===== src/rtl/coproc_sequencer.sv =====
// Command sequencer for the 5x5 int8 matrix ALU. It holds the operand, scalar and size registers,
// runs one ALU operation per EXEC instruction and returns exactly one response per instruction.
module coproc_sequencer #(
    parameter int SETTLE_CYCLES = 1,
    parameter int DET_TIMEOUT   = 64
) (
    input  logic         clock,
    input  logic         reset_n,
    input  logic         instr_valid,
    output logic         instr_ready,
    input  logic [19:0]  instr,
    output logic         rsp_valid,
    input  logic         rsp_ready,
    output logic [7:0]   rsp_data,
    output logic         rsp_ovf,
    output logic         rsp_err,
    output logic         busy,
    output logic [199:0] alu_a_flat,
    output logic [199:0] alu_b_flat,
    output logic [7:0]   alu_scalar,
    output logic [2:0]   alu_matrix_size,
    output logic [2:0]   alu_opcode,
    input  logic [199:0] alu_c_flat,
    input  logic [7:0]   alu_number,
    input  logic         alu_overflow,
    input  logic         alu_done
);

    localparam logic [1:0] ST_IDLE = 2'd0;
    localparam logic [1:0] ST_EXEC = 2'd1;
    localparam logic [1:0] ST_RESP = 2'd2;

    localparam logic [1:0] CLS_LOAD   = 2'b00;
    localparam logic [1:0] CLS_CONFIG = 2'b01;
    localparam logic [1:0] CLS_EXEC   = 2'b10;
    localparam logic [1:0] CLS_READ   = 2'b11;

    localparam logic [2:0] OP_DET = 3'b111;

    localparam int CW = $clog2(SETTLE_CYCLES + DET_TIMEOUT + 2);
    // cnt holds (edges since accept - 1), so these are the edge numbers shifted down by one.
    localparam logic [CW-1:0] SETTLE_LAST  = CW'(SETTLE_CYCLES - 1);
    localparam logic [CW-1:0] SETTLE_CNT   = CW'(SETTLE_CYCLES);
    localparam logic [CW-1:0] TIMEOUT_LAST = CW'(DET_TIMEOUT - 2);

    logic [1:0]    state;
    logic [CW-1:0] cnt;
    logic [2:0]    op_reg;
    logic [199:0]  c_reg;
    logic [7:0]    num_reg;
    logic          ovf_reg;

    logic [1:0] f_cls;
    logic       f_sel;
    logic [4:0] f_idx;
    logic [7:0] f_data;
    logic [7:0] idx_base;
    logic       idx_ok;

    assign f_cls    = instr[19:18];
    assign f_sel    = instr[17];
    assign f_idx    = instr[16:12];
    assign f_data   = instr[7:0];
    assign idx_base = {f_idx, 3'b000};
    assign idx_ok   = (f_idx <= 5'd24);

    assign instr_ready = (state == ST_IDLE);
    assign busy        = (state != ST_IDLE);
    assign rsp_valid   = (state == ST_RESP);
    assign alu_opcode  = (state == ST_EXEC) ? op_reg : 3'b000;

    // NOTE: every state register uses non-blocking assignment and sits under the async reset,
    // so a reset mid-operation drops straight back to IDLE without emitting a response.
    always_ff @(posedge clock or negedge reset_n) begin
        if (!reset_n) begin
            state           <= ST_IDLE;
            cnt             <= '0;
            op_reg          <= 3'b000;
            alu_a_flat      <= '0;
            alu_b_flat      <= '0;
            c_reg           <= '0;
            alu_scalar      <= 8'h00;
            alu_matrix_size <= 3'd5;
            num_reg         <= 8'h00;
            ovf_reg         <= 1'b0;
            rsp_data        <= 8'h00;
            rsp_ovf         <= 1'b0;
            rsp_err         <= 1'b0;
        end else begin
            case (state)
                ST_IDLE: begin
                    if (instr_valid) begin
                        rsp_data <= 8'h00;
                        rsp_ovf  <= 1'b0;
                        rsp_err  <= 1'b0;
                        state    <= ST_RESP;
                        case (f_cls)
                            CLS_LOAD: begin
                                if (!idx_ok)     rsp_err <= 1'b1;
                                else if (f_sel)  alu_b_flat[idx_base +: 8] <= f_data;
                                else             alu_a_flat[idx_base +: 8] <= f_data;
                            end
                            CLS_CONFIG: begin
                                if (f_sel)
                                    alu_scalar <= f_data;
                                else if (f_data[2:0] >= 3'd2 && f_data[2:0] <= 3'd5)
                                    alu_matrix_size <= f_data[2:0];
                                else
                                    rsp_err <= 1'b1;
                            end
                            CLS_EXEC: begin
                                if (f_data[2:0] == 3'b000) begin
                                    rsp_err <= 1'b1;
                                end else begin
                                    op_reg <= f_data[2:0];
                                    cnt    <= '0;
                                    state  <= ST_EXEC;
                                end
                            end
                            CLS_READ: begin
                                rsp_ovf <= ovf_reg;
                                if (f_sel)       rsp_data <= num_reg;
                                else if (idx_ok) rsp_data <= c_reg[idx_base +: 8];
                                else             rsp_err  <= 1'b1;
                            end
                            default: ;
                        endcase
                    end
                end
                ST_EXEC: begin
                    cnt <= cnt + 1'b1;
                    if (op_reg != OP_DET) begin
                        if (cnt == SETTLE_LAST) begin
                            c_reg   <= alu_c_flat;
                            ovf_reg <= alu_overflow;
                            rsp_ovf <= alu_overflow;
                            state   <= ST_RESP;
                        end
                    end else if (alu_done && cnt >= SETTLE_CNT) begin
                        num_reg  <= alu_number;
                        ovf_reg  <= alu_overflow;
                        rsp_data <= alu_number;
                        rsp_ovf  <= alu_overflow;
                        state    <= ST_RESP;
                    end else if (cnt == TIMEOUT_LAST) begin
                        rsp_err <= 1'b1;
                        state   <= ST_RESP;
                    end
                end
                ST_RESP: begin
                    if (rsp_ready) state <= ST_IDLE;
                end
                default: state <= ST_IDLE;
            endcase
        end
    end

endmodule


===== config.mk =====
export PLATFORM = sky130hd
export DESIGN_NAME = coproc_sequencer
export DESIGN_NICKNAME = d
export VERILOG_FILES = /design/src/rtl/coproc_sequencer.sv
export SDC_FILE = /design/constraint.sdc
export NUM_CORES = 1
export LEC_CHECK = 0
export ABC_AREA = 1
export BUFFER_PORTS_ARGS = -buffer_cell sky130_fd_sc_hd__buf_2
export CORE_ASPECT_RATIO = 0.75
export CORE_MARGIN = 4
export CORE_UTILIZATION = 35
export DETAILED_ROUTE_END_ITERATION = 8
export PLACE_DENSITY = 0.56
export SLEW_MARGIN = 25
export SYNTH_ARGS = -nofsm -noshare
export SYNTH_HDL_FRONTEND = slang
export SYNTH_SLANG_ARGS = --single-unit

===== constraint.sdc =====
create_clock -name clock -period 6 [get_ports clock]
set_clock_uncertainty 0.1 [all_clocks]
set_input_delay 0.9 -clock clock [delete_from_list [all_inputs] [get_ports clock]]
set_output_delay 0.9 -clock clock [all_outputs]
set_load 0.02 [all_outputs]

==> results of run 1 <==
worst max-delay path by stage:
stage | end | startpoint | cells past startpoint | slack, ns
after floorplan | alu_b_flat[102] | instr[12] | 14 | 2.63
after global placement | alu_b_flat[129] | instr[12] | 12 | 1.76
after detailed placement | alu_b_flat[99] | instr[15] | 9 | 1.69
after CTS | alu_b_flat[133] | instr[12] | 12 | 2.35
after global routing | alu_b_flat[98] | instr[15] | 10 | 2.04
final | alu_b_flat[96] | instr[15] | 10 | 2.31
worst max-delay path, delay by kind of cell:
family,cells,cell delay [ns]
simple gates,6,1.66
buf+inv,2,0.79
compound gates,2,0.67
power breakdown:
group / switching (mW) / leakage (nW) / total (mW) / internal, mW
logic: 1.49 / 7.77 / 2.36 / 0.869
clock network: 1.85 / 1.15 / 4.42 / 2.57
registers: 0.335 / 8.42 / 5.50 / 5.17
per-layer routing:
layer / vias to the layer above / part of all wire (%)
li1: 11100 / -
met1: 11300 / 45
met2: 778 / 44
met3: 163 / 8.0
met4: 12 / 3.4
met5: - / 0.078
cell type report:
| cell class | instances | area, sq um |
|---|---|---|
| Fill cell | 7729 | 43200 |
| Antenna cell | 14 | 35.0 |
| Clock buffer | 100 | 2010 |
| Multi-Input combinational cell | 2016 | 9690 |
| Clock inverter | 24 | 327 |
| Inverter | 217 | 820 |
| Tap cell | 1035 | 1290 |
| Sequential cell | 642 | 16100 |
| Timing Repair Buffer | 682 | 3540 |
layout by cell type (no fill, tap or decap), drive strengths merged:
cell type | Yosys | layout
xor2 | 2 | 2
o21ai | 424 | 424
dfrtp | 640 | 640
nor2 | 329 | 329
a31oi | 8 | 8
o211ai | 1 | 1
ha | 8 | 8
mux2 | 82 | 82
a211oi | 1 | 1
clkinv | 1 | 19
nand3b | 1 | 1
o22ai | 2 | 2
a2111oi | 1 | 1
nor4 | 2 | 2
nand2 | 758 | 758
nand3 | 208 | 208
inv | 216 | 217
diode | 0 | 14
buf | 61 | 682
nand4 | 4 | 4
o2111ai | 1 | 1
a22o | 1 | 1
clkbuf | 99 | 100
bufinv | 0 | 5
a22oi | 1 | 1
a21oi | 163 | 163
dfstp | 2 | 2
nor3 | 19 | 19
logic make-up (layout without fill, tap and decap cells):
| group | after synthesis | in the layout | share of synthesized area, % |
|---|---|---|---|
| buffers and inverters | 377 | 1023 | 5.53 |
| DFF | 642 | 642 | 59.0 |
| AOI/OAI and AO/OA | 603 | 603 | 11.3 |
| adders and majority gates | 8 | 8 | 0.368 |
| and+or+nand+nor | 1321 | 1321 | 20.3 |
| muxes | 82 | 82 | 3.39 |
| xor gates and xnor gates | 2 | 2 | 0.133 |
| other | 0 | 14 | 0 |
through the flow:
stage	instance area [sq um]	hold WS [ns]	utilization (%)	worst slack [ns]
floorplan	27200	0.374	-	2.63
global placement	31400	0.354	40.8	1.76
detailed placement	31400	0.358	40.8	1.69
CTS	33700	0.275	43.8	2.35
global route	33800	0.313	43.9	2.04
finish	33800	0.227	43.9	2.31
==> flow_summary.yaml, run 1 <==
yosys:
  synthFlopType: "dfrtp_1"
  synth_seq_cells: 642
  avgSynthCellArea_sq_um: 8.97
  synth_largest_area_cell: "dfrtp_1"
  netlist-cell-type-count: 43
  synthTopCellsByCount: "nand2_1 (748), dfrtp_1 (640), o21ai_0 (326)"
  yosysWarnings: 0
  synthesis.nets: 3277
  synth_top_area_share_pct: 58.8
  synth.most_common_cell: "nand2_1"
  async_flop_share_pct: 100
  synthesis.area_sq_um: 27200
  synth-edff-count: 0
  netlist_instances: 3035
  synth_area_leaders: "dfrtp_1 (59%), nand2_1 (10%), o21ai_0 (6.0%), nor2_1 (4.4%), nand3_1 (3.5%)"
  synth_seq_area_share_pct: 59.0
timing:
  fmax_ghz: 0.271
  slew_headroom_pct: 29.6
  hold_violations: 0
  tns_ns: 0
  setup_viol_count_final: 0
  fin_crit_ns: 3.69
  drv_slew: 0
  timing.final.crit_share_pct: 61.5
  rsz0062_at_grt: "false"
  worst_slew_pin_slew_ns: 1.06
place:
  place_congestion: 0.859
  portBuffers: 656
  dpl.cell_count: 4592
  place_hpwl_mm: 73.2
power_and_ir_drop:
  power.total_mw: 12.3
  leakagePower_nw: 17.4
  power_density_nw_per_um2: 363
  ir_worst_vdd_v: 0.000191
setup_path:
  crit_path_cell_trace: "buf_2 > nor2_4 > nand2_2 > nand2_4 > a21oi_4 > nand2_4 > inv_2 > nand3_1 > nand2_1 > o21ai_1"
  required_ns: 6.39
  rrSetupSlack_ns: 2.64
  rr_startpoint: "state[0]"
  slowest_stage: "a21oi_4"
  cp-end-kind: "flop"
  cp_common_cell: "nand2_4"
  cpPeakStageDelay_ns: 0.58
  critPathLaunchType: "input pin"
  critPathMaxFanout: 28
  crit_arrival_ns: 4.07
  reg2reg_depth: 10
  path_class: "input pin to flop"
  timing.rr.end: "alu_a_flat[57]"
min_path:
  hp-class: "input pin to async pin"
grt:
  track_usage_pct: 23.7
  grt_util_met2_pct: 35.0
  grt_max_degree: 150
  busiest_layer: "met2"
  grt_pass1_vias: 22300
  grt-ovfl-total: 0
  grt_pass1_wl_mm: 147
  met1_usage_pct: 33.5
  grt_util_met3_pct: 6.43
  antenna_found_initial: 21
floorplanning:
  ios: 661
  start_util_pct: 35.4
  core_sq_um: 77000
  die_area_sq_um: 82400
  rows: 88
  die_w_um: 330
  die_h_um: 250
drt:
  vias: 23400
  initialDrtViolationCount: 1971
  wl_per_cell_um: 21.1
  wl_mm: 100
  antenna_left: 0
  post-route-drc-count: 0
  dr.pass1.iters: 5
  vias_per_cell: 4.94
clock_network:
  postCtsHoldBufs: 0
  numCtsBuffers: 69
  clkTransAtPathRegs_ns: 0.06
  cts.sinks: 642
  cts-root-buf: "clkbuf_16"
  insertion_delay_ns: 0.61
  cts_resized: 0
  cts_max_level: 3
  cts_tree: "yes"
  cts_max_path_buffers: 3
  postCtsSetupBuffers: 0
flow_run:
  max_cap_viol_count: 0
layout:
  drive_gt1_share_pct: 25.6
  nets: 3870
  stdcell_count: 4730
  syn2layout_area_growth_pct: 24.1
status:
  status: "finished, final reports clean"
Note: power is estimated with default switching activity, not from simulation.
==> run 2, diff against run 1 <==
- clock period: 6 -> 3.55 ns (I/O delays scaled with it)
==> run 2 against run 1 <==
Largest cell class unchanged. Routed wire length up 1.5%. Critical path depth up 1. Global-route usage up 0.43 points. Die area unchanged. Register-to-register slack worse by 1.8 ns.
==> flow_summary.yaml, run 2 (same netlist as run 1, synthesis figures left out) <==
drt:
  wl_per_cell_um: 21.3
  wl_mm: 101
  vias: 23400
  initialDrtViolationCount: 1917
  vias_per_cell: 4.91
  antenna_left: 0
  dr.pass1.iters: 6
  post-route-drc-count: 0
power_and_ir_drop:
  power_density_nw_per_um2: 616
  power.total_mw: 21.1
  leakagePower_nw: 17.6
  ir_worst_vdd_v: 0.000374
timing:
  drv_slew: 0
  fmax_ghz: 0.315
  hold_violations: 0
  tns_ns: 0
  setup_ws_ns: 0.371
  worst_slew_pin_slew_ns: 1.02
  fin_crit_ns: 3.18
  slew_headroom_pct: 31.9
  worst_hold_slack_ns: 0.0440
  setup_viol_count_final: 0
  timing.final.crit_share_pct: 89.5
  rsz0062_at_grt: "false"
setup_path:
  path_class: "input pin to flop"
  crit_path_cell_trace: "buf_4 > inv_2 > ha_1 > inv_1 > nor2_2 > nor2_4 > inv_2 > buf_4 > a2111oi_2 > nand3_1 > o21ai_0"
  cpPeakStageDelay_ns: 0.65
  critPathLaunchType: "input pin"
  slowest_stage: "nor2_4"
  rrSetupSlack_ns: 0.86
  crit_arrival_ns: 3.59
  cp-end-kind: "flop"
  critPathMaxFanout: 31
  required_ns: 3.96
  crit_family: "simple AND/OR/NAND/NOR gates"
  path_buf_inv: 5
floorplanning:
  rows: 88
  ios: 661
  core_sq_um: 77000
  die_w_um: 330
  die_h_um: 250
  start_util_pct: 35.4
  die_area_sq_um: 82400
clock_network:
  cts-root-buf: "clkbuf_16"
  numCtsBuffers: 69
  cts_max_level: 3
  postCtsSetupBuffers: 0
  insertion_delay_ns: 0.62
  clkTransAtPathRegs_ns: 0.06
  cts_tree: "yes"
  cts_resized: 0
  cts_max_path_buffers: 3
  cts.sinks: 642
status:
  status: "finished, final reports clean"
grt:
  grt-ovfl-total: 0
  grt_pass1_wl_mm: 150
  grt_pass1_vias: 22400
  grt_max_degree: 143
  track_usage_pct: 24.1
  antenna_found_initial: 23
place:
  place_hpwl_mm: 75.1
  dpl.cell_count: 4620
  portBuffers: 656
  place_congestion: 0.865
  place_ws_ns: -0.270
layout:
  final_common_cell: "nand2_1"
  drive_gt1_share_pct: 26.2
  layout_common_cells: "nand2_1 (747), buf_2 (654), dfrtp_1 (640), o21ai_0 (326), nor2_1 (321)"
  syn2layout_area_growth_pct: 25.8
  nets: 3902
  stdcell_count: 4759
flow_run:
  max_cap_viol_count: 0
min_path:
  hp-class: "input pin to flop"
[run 2: final cells by class]
cell class              count  area [sq um]
clock inverters            29           428
flip-flops and latches    642         16100
inverters                 217           820
repair buffers            714          3940
clock buffers              95          1990
diodes                     11          27.5
multi-input cells        2016          9680
well taps                1035          1290
fillers                  7651         42700
[run 2: power breakdown]
part	leakage, nW	total, mW	internal [mW]	switching [mW]
Sequential	8.42	9.30	8.73	0.571
Clock	1.18	7.71	4.54	3.17
Combinational	7.98	4.08	1.52	2.56
[run 2: routing by layer]
metal | vias to the layer above | GRT usage (%) | part of all wire (%)
met5 | - | 0 | 0.12
met4 | 18 | 8.09 | 3.4
met3 | 180 | 6.66 | 7.7
met2 | 751 | 36.1 | 44
met1 | 11300 | 33.9 | 45
li1 | 11100 | - | -
[run 2: through the flow]
stage          util, %  instance area (sq um)
2_1_floorplan        -                  27200
3_3_place_gp      41.3                  31800
3_5_place_dp      41.3                  31800
4_1_cts           44.5                  34200
5_1_grt           44.5                  34200
6_report          44.5                  34200
[run 2: path summary, 6_finish.rpt]
kind | start | endpoint | cells past startpoint
min in group asynchronous | reset_n | alu_b_flat[169] | 2
worst min-delay path | alu_c_flat[18] | c_reg[18] | 2
worst max register to register | state[0] | alu_a_flat[47] | 10
worst min register to register | alu_b_flat[108] | alu_b_flat[108] | 2
max in group asynchronous | reset_n | c_reg[188] | 3
worst max-delay path | instr[12] | alu_b_flat[80] | 11
[run 2: repair_timing]
item / CTS / global route
hold buffers: 4 / 0
setup endpoints to repair: 0 / 1
endpoints found under the hold margin: 74 / 0
